<file path="config.mk">
export PLATFORM = sky130hd
export DESIGN_NAME = e_muldiv_ctrl
export DESIGN_NICKNAME = d
export VERILOG_FILES = /design/src/rtl/e_muldiv_pkg.sv /design/src/rtl/e_muldiv_addsub.sv /design/src/rtl/e_muldiv_ctrl.sv
export SDC_FILE = /design/constraint.sdc
export NUM_CORES = 1
export LEC_CHECK = 0
export ABC_CLOCK_PERIOD_IN_PS = 9600
export BUFFER_PORTS_ARGS = -buffer_cell sky130_fd_sc_hd__buf_2
export CAP_MARGIN = 15
export CORE_MARGIN = 3
export CORE_UTILIZATION = 35
export DETAILED_ROUTE_END_ITERATION = 12
export SYNTH_ARGS = -nofsm -noshare
export SYNTH_HDL_FRONTEND = slang
export SYNTH_SLANG_ARGS = --single-unit
</file>
<file path="constraint.sdc">
create_clock -name i_clk -period 9.6 [get_ports i_clk]
set_input_delay 0.48 -clock i_clk [delete_from_list [all_inputs] [get_ports i_clk]]
set_output_delay 0.48 -clock i_clk [all_outputs]
set_load 0.02 [all_outputs]
</file>
<file path="src/rtl/e_muldiv_pkg.sv">
// Shared types for the execute-stage multiply/divide sequencer.
package e_muldiv_pkg;

  localparam int MD_WIDTH = 32;

  typedef enum logic [2:0] {
    MD_MULT  = 3'd0,
    MD_MULTU = 3'd1,
    MD_DIV   = 3'd2,
    MD_DIVU  = 3'd3,
    MD_MTHI  = 3'd4,
    MD_MTLO  = 3'd5
  } muldiv_op_e;

  typedef enum logic [1:0] {
    IDLE = 2'd0,
    ITER = 2'd1,
    FIX  = 2'd2
  } md_state_e;

endpackage

</file>
<file path="src/rtl/e_muldiv_addsub.sv">
// WIDTH+1-bit adder/subtractor shared by the shift-add multiply and restoring divide loops.
module e_muldiv_addsub
  import e_muldiv_pkg::*;
#(
  parameter int WIDTH = MD_WIDTH
) (
  input  logic [WIDTH:0] i_a,
  input  logic [WIDTH:0] i_b,
  input  logic           i_sub,
  output logic [WIDTH:0] o_sum,
  output logic           o_carry
);

  logic [WIDTH+1:0] full;

  // Subtract as a + ~b + 1; carry out set means no borrow.
  always_comb begin
    full = {1'b0, i_a} + {1'b0, i_b ^ {(WIDTH+1){i_sub}}} + {{(WIDTH+1){1'b0}}, i_sub};
  end

  assign o_sum   = full[WIDTH:0];
  assign o_carry = full[WIDTH+1];

endmodule

</file>
<file path="src/rtl/e_muldiv_ctrl.sv">
// Iterative MULT/MULTU/DIV/DIVU sequencer owning HI/LO; one result bit per cycle,
// signs stripped on entry and reapplied in a single fix-up cycle.
module e_muldiv_ctrl
  import e_muldiv_pkg::*;
#(
  parameter int WIDTH = MD_WIDTH,
  parameter int CNT_W = $clog2(WIDTH)
) (
  input  logic             i_clk,
  input  logic             i_rst,
  input  logic             i_con_start,
  input  logic [2:0]       i_con_op,
  input  logic             i_con_flush,
  input  logic [WIDTH-1:0] i_data_A,
  input  logic [WIDTH-1:0] i_data_B,
  output logic [WIDTH-1:0] o_data_hi,
  output logic [WIDTH-1:0] o_data_lo,
  output logic             o_con_busy,
  output logic             o_con_done
);

  function automatic logic [WIDTH-1:0] abs_val(input logic [WIDTH-1:0] x, input logic neg);
    return neg ? -x : x;
  endfunction

  md_state_e          state_q, state_d;
  logic [CNT_W-1:0]   cnt_q, cnt_d;
  logic [WIDTH-1:0]   hi_q, hi_d, lo_q, lo_d;
  logic               done_q, done_d;
  logic [2*WIDTH-1:0] acc_q, acc_d;
  logic [WIDTH-1:0]   opb_q, opb_d;
  logic               is_div_q, is_div_d, neg_res_q, neg_res_d;
  logic               neg_rem_q, neg_rem_d, dz_q, dz_d;

  logic               op_signed, op_muldiv, sign_a, sign_b;
  logic [WIDTH-1:0]   abs_a, abs_b;
  logic [WIDTH:0]     as_a, as_b, as_sum;
  logic               as_carry;
  logic [2*WIDTH-1:0] prod_fix;
  logic [WIDTH-1:0]   quo_fix, rem_fix;

  assign op_muldiv = (i_con_op == MD_MULT) || (i_con_op == MD_MULTU) ||
                     (i_con_op == MD_DIV)  || (i_con_op == MD_DIVU);
  assign op_signed = (i_con_op == MD_MULT) || (i_con_op == MD_DIV);
  assign sign_a    = op_signed & i_data_A[WIDTH-1];
  assign sign_b    = op_signed & i_data_B[WIDTH-1];
  assign abs_a     = abs_val(i_data_A, sign_a);
  assign abs_b     = abs_val(i_data_B, sign_b);

  // Divide shifts the next dividend bit into the partial remainder before the trial subtract.
  assign as_a = is_div_q ? {acc_q[2*WIDTH-1:WIDTH], acc_q[WIDTH-1]}
                         : {1'b0, acc_q[2*WIDTH-1:WIDTH]};
  assign as_b = {1'b0, opb_q};

  e_muldiv_addsub #(.WIDTH(WIDTH)) u_addsub (
    .i_a    (as_a),
    .i_b    (as_b),
    .i_sub  (is_div_q),
    .o_sum  (as_sum),
    .o_carry(as_carry)
  );

  assign prod_fix = neg_res_q ? -acc_q : acc_q;
  assign quo_fix  = dz_q ? {WIDTH{1'b1}} : abs_val(acc_q[WIDTH-1:0], neg_res_q);
  assign rem_fix  = abs_val(acc_q[2*WIDTH-1:WIDTH], neg_rem_q);

  always_comb begin
    state_d   = state_q;
    cnt_d     = cnt_q;
    hi_d      = hi_q;
    lo_d      = lo_q;
    done_d    = 1'b0;
    acc_d     = acc_q;
    opb_d     = opb_q;
    is_div_d  = is_div_q;
    neg_res_d = neg_res_q;
    neg_rem_d = neg_rem_q;
    dz_d      = dz_q;
    case (state_q)
      IDLE: begin
        if (i_con_start && !i_con_flush) begin
          if (op_muldiv) begin
            is_div_d  = i_con_op[1];
            neg_res_d = sign_a ^ sign_b;
            neg_rem_d = sign_a;
            dz_d      = (i_data_B == '0);
            acc_d     = {{WIDTH{1'b0}}, (i_con_op[1] ? abs_a : abs_b)};
            opb_d     = i_con_op[1] ? abs_b : abs_a;
            cnt_d     = '0;
            state_d   = ITER;
          end else if (i_con_op == MD_MTHI) begin
            hi_d = i_data_A;
          end else if (i_con_op == MD_MTLO) begin
            lo_d = i_data_A;
          end
        end
      end
      ITER: begin
        if (i_con_flush) begin
          state_d = IDLE;
        end else begin
          if (is_div_q) begin
            acc_d = as_carry ? {as_sum[WIDTH-1:0], acc_q[WIDTH-2:0], 1'b1}
                             : {acc_q[2*WIDTH-2:0], 1'b0};
          end else begin
            acc_d = acc_q[0] ? {as_sum, acc_q[WIDTH-1:1]}
                             : {1'b0, acc_q[2*WIDTH-1:1]};
          end
          cnt_d = cnt_q + CNT_W'(1);
          if (cnt_q == CNT_W'(WIDTH-1)) state_d = FIX;
        end
      end
      FIX: begin
        state_d = IDLE;
        if (!i_con_flush) begin
          done_d = 1'b1;
          if (is_div_q) begin
            hi_d = rem_fix;
            lo_d = quo_fix;
          end else begin
            hi_d = prod_fix[2*WIDTH-1:WIDTH];
            lo_d = prod_fix[WIDTH-1:0];
          end
        end
      end
      default: state_d = IDLE;
    endcase
  end

  always_ff @(posedge i_clk) begin
    if (i_rst) begin
      state_q <= IDLE;
      cnt_q   <= '0;
      hi_q    <= '0;
      lo_q    <= '0;
      done_q  <= 1'b0;
    end else begin
      state_q <= state_d;
      cnt_q   <= cnt_d;
      hi_q    <= hi_d;
      lo_q    <= lo_d;
      done_q  <= done_d;
    end
  end

  // Working operands are only meaningful while busy, so they carry no reset.
  always_ff @(posedge i_clk) begin
    acc_q     <= acc_d;
    opb_q     <= opb_d;
    is_div_q  <= is_div_d;
    neg_res_q <= neg_res_d;
    neg_rem_q <= neg_rem_d;
    dz_q      <= dz_d;
  end

  assign o_data_hi  = hi_q;
  assign o_data_lo  = lo_q;
  assign o_con_busy = (state_q != IDLE);
  assign o_con_done = done_q;

endmodule

</file>
==> impl_metrics.toml <==
[final_layout]
fin_area_sq_um = 15150
antenna_cells = 0
area_growth_pct = 12.35
finalNetCount = 1757
nFillCells = 3916
drive_above_1_share = 0.1547

[floorplan]
start_util = 0.3564
die_x_um = 202.3
core_sq_um = 37840
die-area_sq_um = 40930
fp.dieH_um = 202.3
ios = 137
num_rows = 71

[global_route]
grt_pass1_vias = 11570
grt_pass1_wl_um = 71240
grt_max_degree = 76
grt_use_total = 0.2261
grt.overflow.total = 0
antenna_found_initial = 1

[synth]
syn_inst = 1593
synth_common_cells = "a21oi_1 (169), nand2_1 (143), o21ai_0 (134), nor2_1 (130), clkbuf_1 (104)"
ys.flop_type = "edfxtp_1"
ys_async_sr_fraction = 0
netlist.area_leader.share = 0.2227
synth-edff-count = 100
synth_top_cells_by_area = "edfxtp_1 (22%), dfxtp_1 (11%), mux2i_1 (6.8%)"
synth_fp_nets = 1702
netlist_area_sq_um = 13490
yosysSeqAreaShare = 0.3295
ys_types = 64
avgSynthCellArea_sq_um = 8.466
post-synth-top-count-cell = "a21oi_1"
ys_warn_count = 0
yosys.area.top_type = "edfxtp_1"
yosys_register_bits = 172

[critical_path]
reg2reg_to = "acc_q[59]"
path_class = "register to register"
timing.rr.start = "is_div_q"
reg2reg_slack_ns = 4.67
crit_start = "is_div_q"
cp-start-kind = "register"
rr_worst_depth = 13
end_kind = "register"
required_ns = 9.80
arrival_ns = 5.14
path_max_fanout = 75

[placement]
place.gp.congestion = 0.9518
post-place-ws_ns = 4.726
hpwl_um = 35840
dpl_cell_area_sq_um = 14540
port_buffers = 136

[cts]
clk_path_buf_depth = 2
clockRootBuffer = "clkbuf_16"
cts.clk_slew.worst_paths_ns = 0.08
clk_latency_ns = 0.46
cts_buffers = 17
htreeDepth = 4
cts_hold_buf = 0
post_cts_buffers = 0
post_cts_resized = 0
cts_tree = "yes"
cts_sinks = 172

[run_status]
status = "completed"

[timing]
slew_headroom = 0.2458
setup_ws_ns = 4.665
setup_viol = 0
hold_ws_ns = 0.3726
tns_ns = 0
fin_crit_sh = 0.5141
fin_skew_ns = 0.01347
finalHoldViolations = 0
slew_violations = 0
fmax_mhz = 202.6
rsz0062_at_grt = "false"
tightest_slew_ns = 1.127
fin_crit_ns = 4.935

[drt]
totalWireLength_um = 47440
viasPerCell = 5.789
routed-via-count = 12570
antenna_left = 0
dr.pass1.iters = 5
drt_iter0_markers = 1071
wl_per_cell_um = 21.84
drc = 0

[flow_run]
drv_cap = 0

[worst_hold_path]
hp-start = "i_con_op[0]"
hold_depth = 2
hold_path.class = "primary input to register"
whs_endpoint = "neg_res_q"

[power_and_ir_drop]
peakVddDrop_mv = 0.1021
power_density_nw_per_um2 = 131.5
leakage_uw = 0.005705
cells in the final DEF (no fill, tap or decap), types with 17 or more instances in the layout:
master     instances
o31ai_1           19
xor2_1           100
nor2_1           130
edfxtp_1         100
buf_2            136
a211oi_1          35
nor4_1            22
inv_1             21
a21oi_1          169
xnor2_1           81
mux2i_1           91
o221ai_1          18
nand2_1          143
o21ai_0          133
ha_1              37
buf_4             20
dfxtp_1           72
a21o_1            19
nor3_1            27
clkbuf_16         17
mux2_2            45
cell families after synthesis:
family | after synthesis | synth area share
mux | 136 | 0.1051
xor+xnor | 181 | 0.1175
fa+ha+maj | 38 | 0.03581
flops | 172 | 0.3295
simple gates | 424 | 0.1467
compound gates | 497 | 0.2247
buf+inv | 145 | 0.04063
critical path: stages (launching register included):
cell,delay (ns)
edfxtp_1,0.35
buf_4,0.63
mux2_2,0.42
ha_1,0.37
nand2_1,0.08
o31ai_1,0.49
a31oi_1,0.26
a211oi_1,0.46
o221ai_1,0.29
a21oi_4,0.16
buf_4,0.51
mux2_2,0.40
o21ai_0,0.14
a21oi_1,0.05
registers in the layout, summed over array words and instances, names as in the netlist:
signal,flops
o_data_hi,32
o_con_done,1
neg_res_q,1
neg_rem_q,1
opb_q,32
acc_q,64
is_div_q,1
cnt_q,5
state_q,2
dz_q,1
o_data_lo,32
metrics by stage:
stage	power, uW	cells	utilization
2_1_floorplan	1139	1593	-
3_3_place_gp	1272	2138	0.3840
3_5_place_dp	1277	2139	0.3842
4_1_cts	1998	2171	0.4001
5_1_grt	2074	2172	0.4004
6_report	1993	2172	0.4004
metal layers:
layer | vias up | global-route usage | part of all wire
met4 | 0 | 0.07894 | 0.029
met5 | - | 0 | 0
met2 | 526 | 0.3626 | 0.46
met3 | 56 | 0.03962 | 0.079
met1 | 6028 | 0.3078 | 0.43
li1 | 5963 | - | -
area by class of cell:
type	instances	area [sq um]	share of cell area
Inverter	23	86.33	0.005698
Multi-Input combinational cell	1276	8529	0.5629
Tap cell	511	639.4	0.04220
Clock inverter	15	173.9	0.01148
Clock buffer	17	425.4	0.02808
Timing Repair Buffer	158	853.3	0.05632
Sequential cell	172	4444	0.2933
worst max-delay path by stage:
| stage | end | slack, ns | cells after the start |
|---|---|---|---|
| floorplan | acc_q[0] | 2.22 | 5 |
| global placement | acc_q[59] | 4.74 | 13 |
| detailed placement | acc_q[59] | 4.73 | 13 |
| CTS | acc_q[59] | 4.68 | 13 |
| global route | acc_q[59] | 4.28 | 13 |
| finish | acc_q[59] | 4.67 | 13 |
where the power goes:
part	leakage (uW)	internal, uW	switching, uW	total, uW
clock	0.000291	372	353	725
sequential	0.00151	811	34.0	845
combinational	0.00390	161	262	423
total	0.00570	1340	649	1990
No activity file was read; power rests on OpenSTA's default activity.
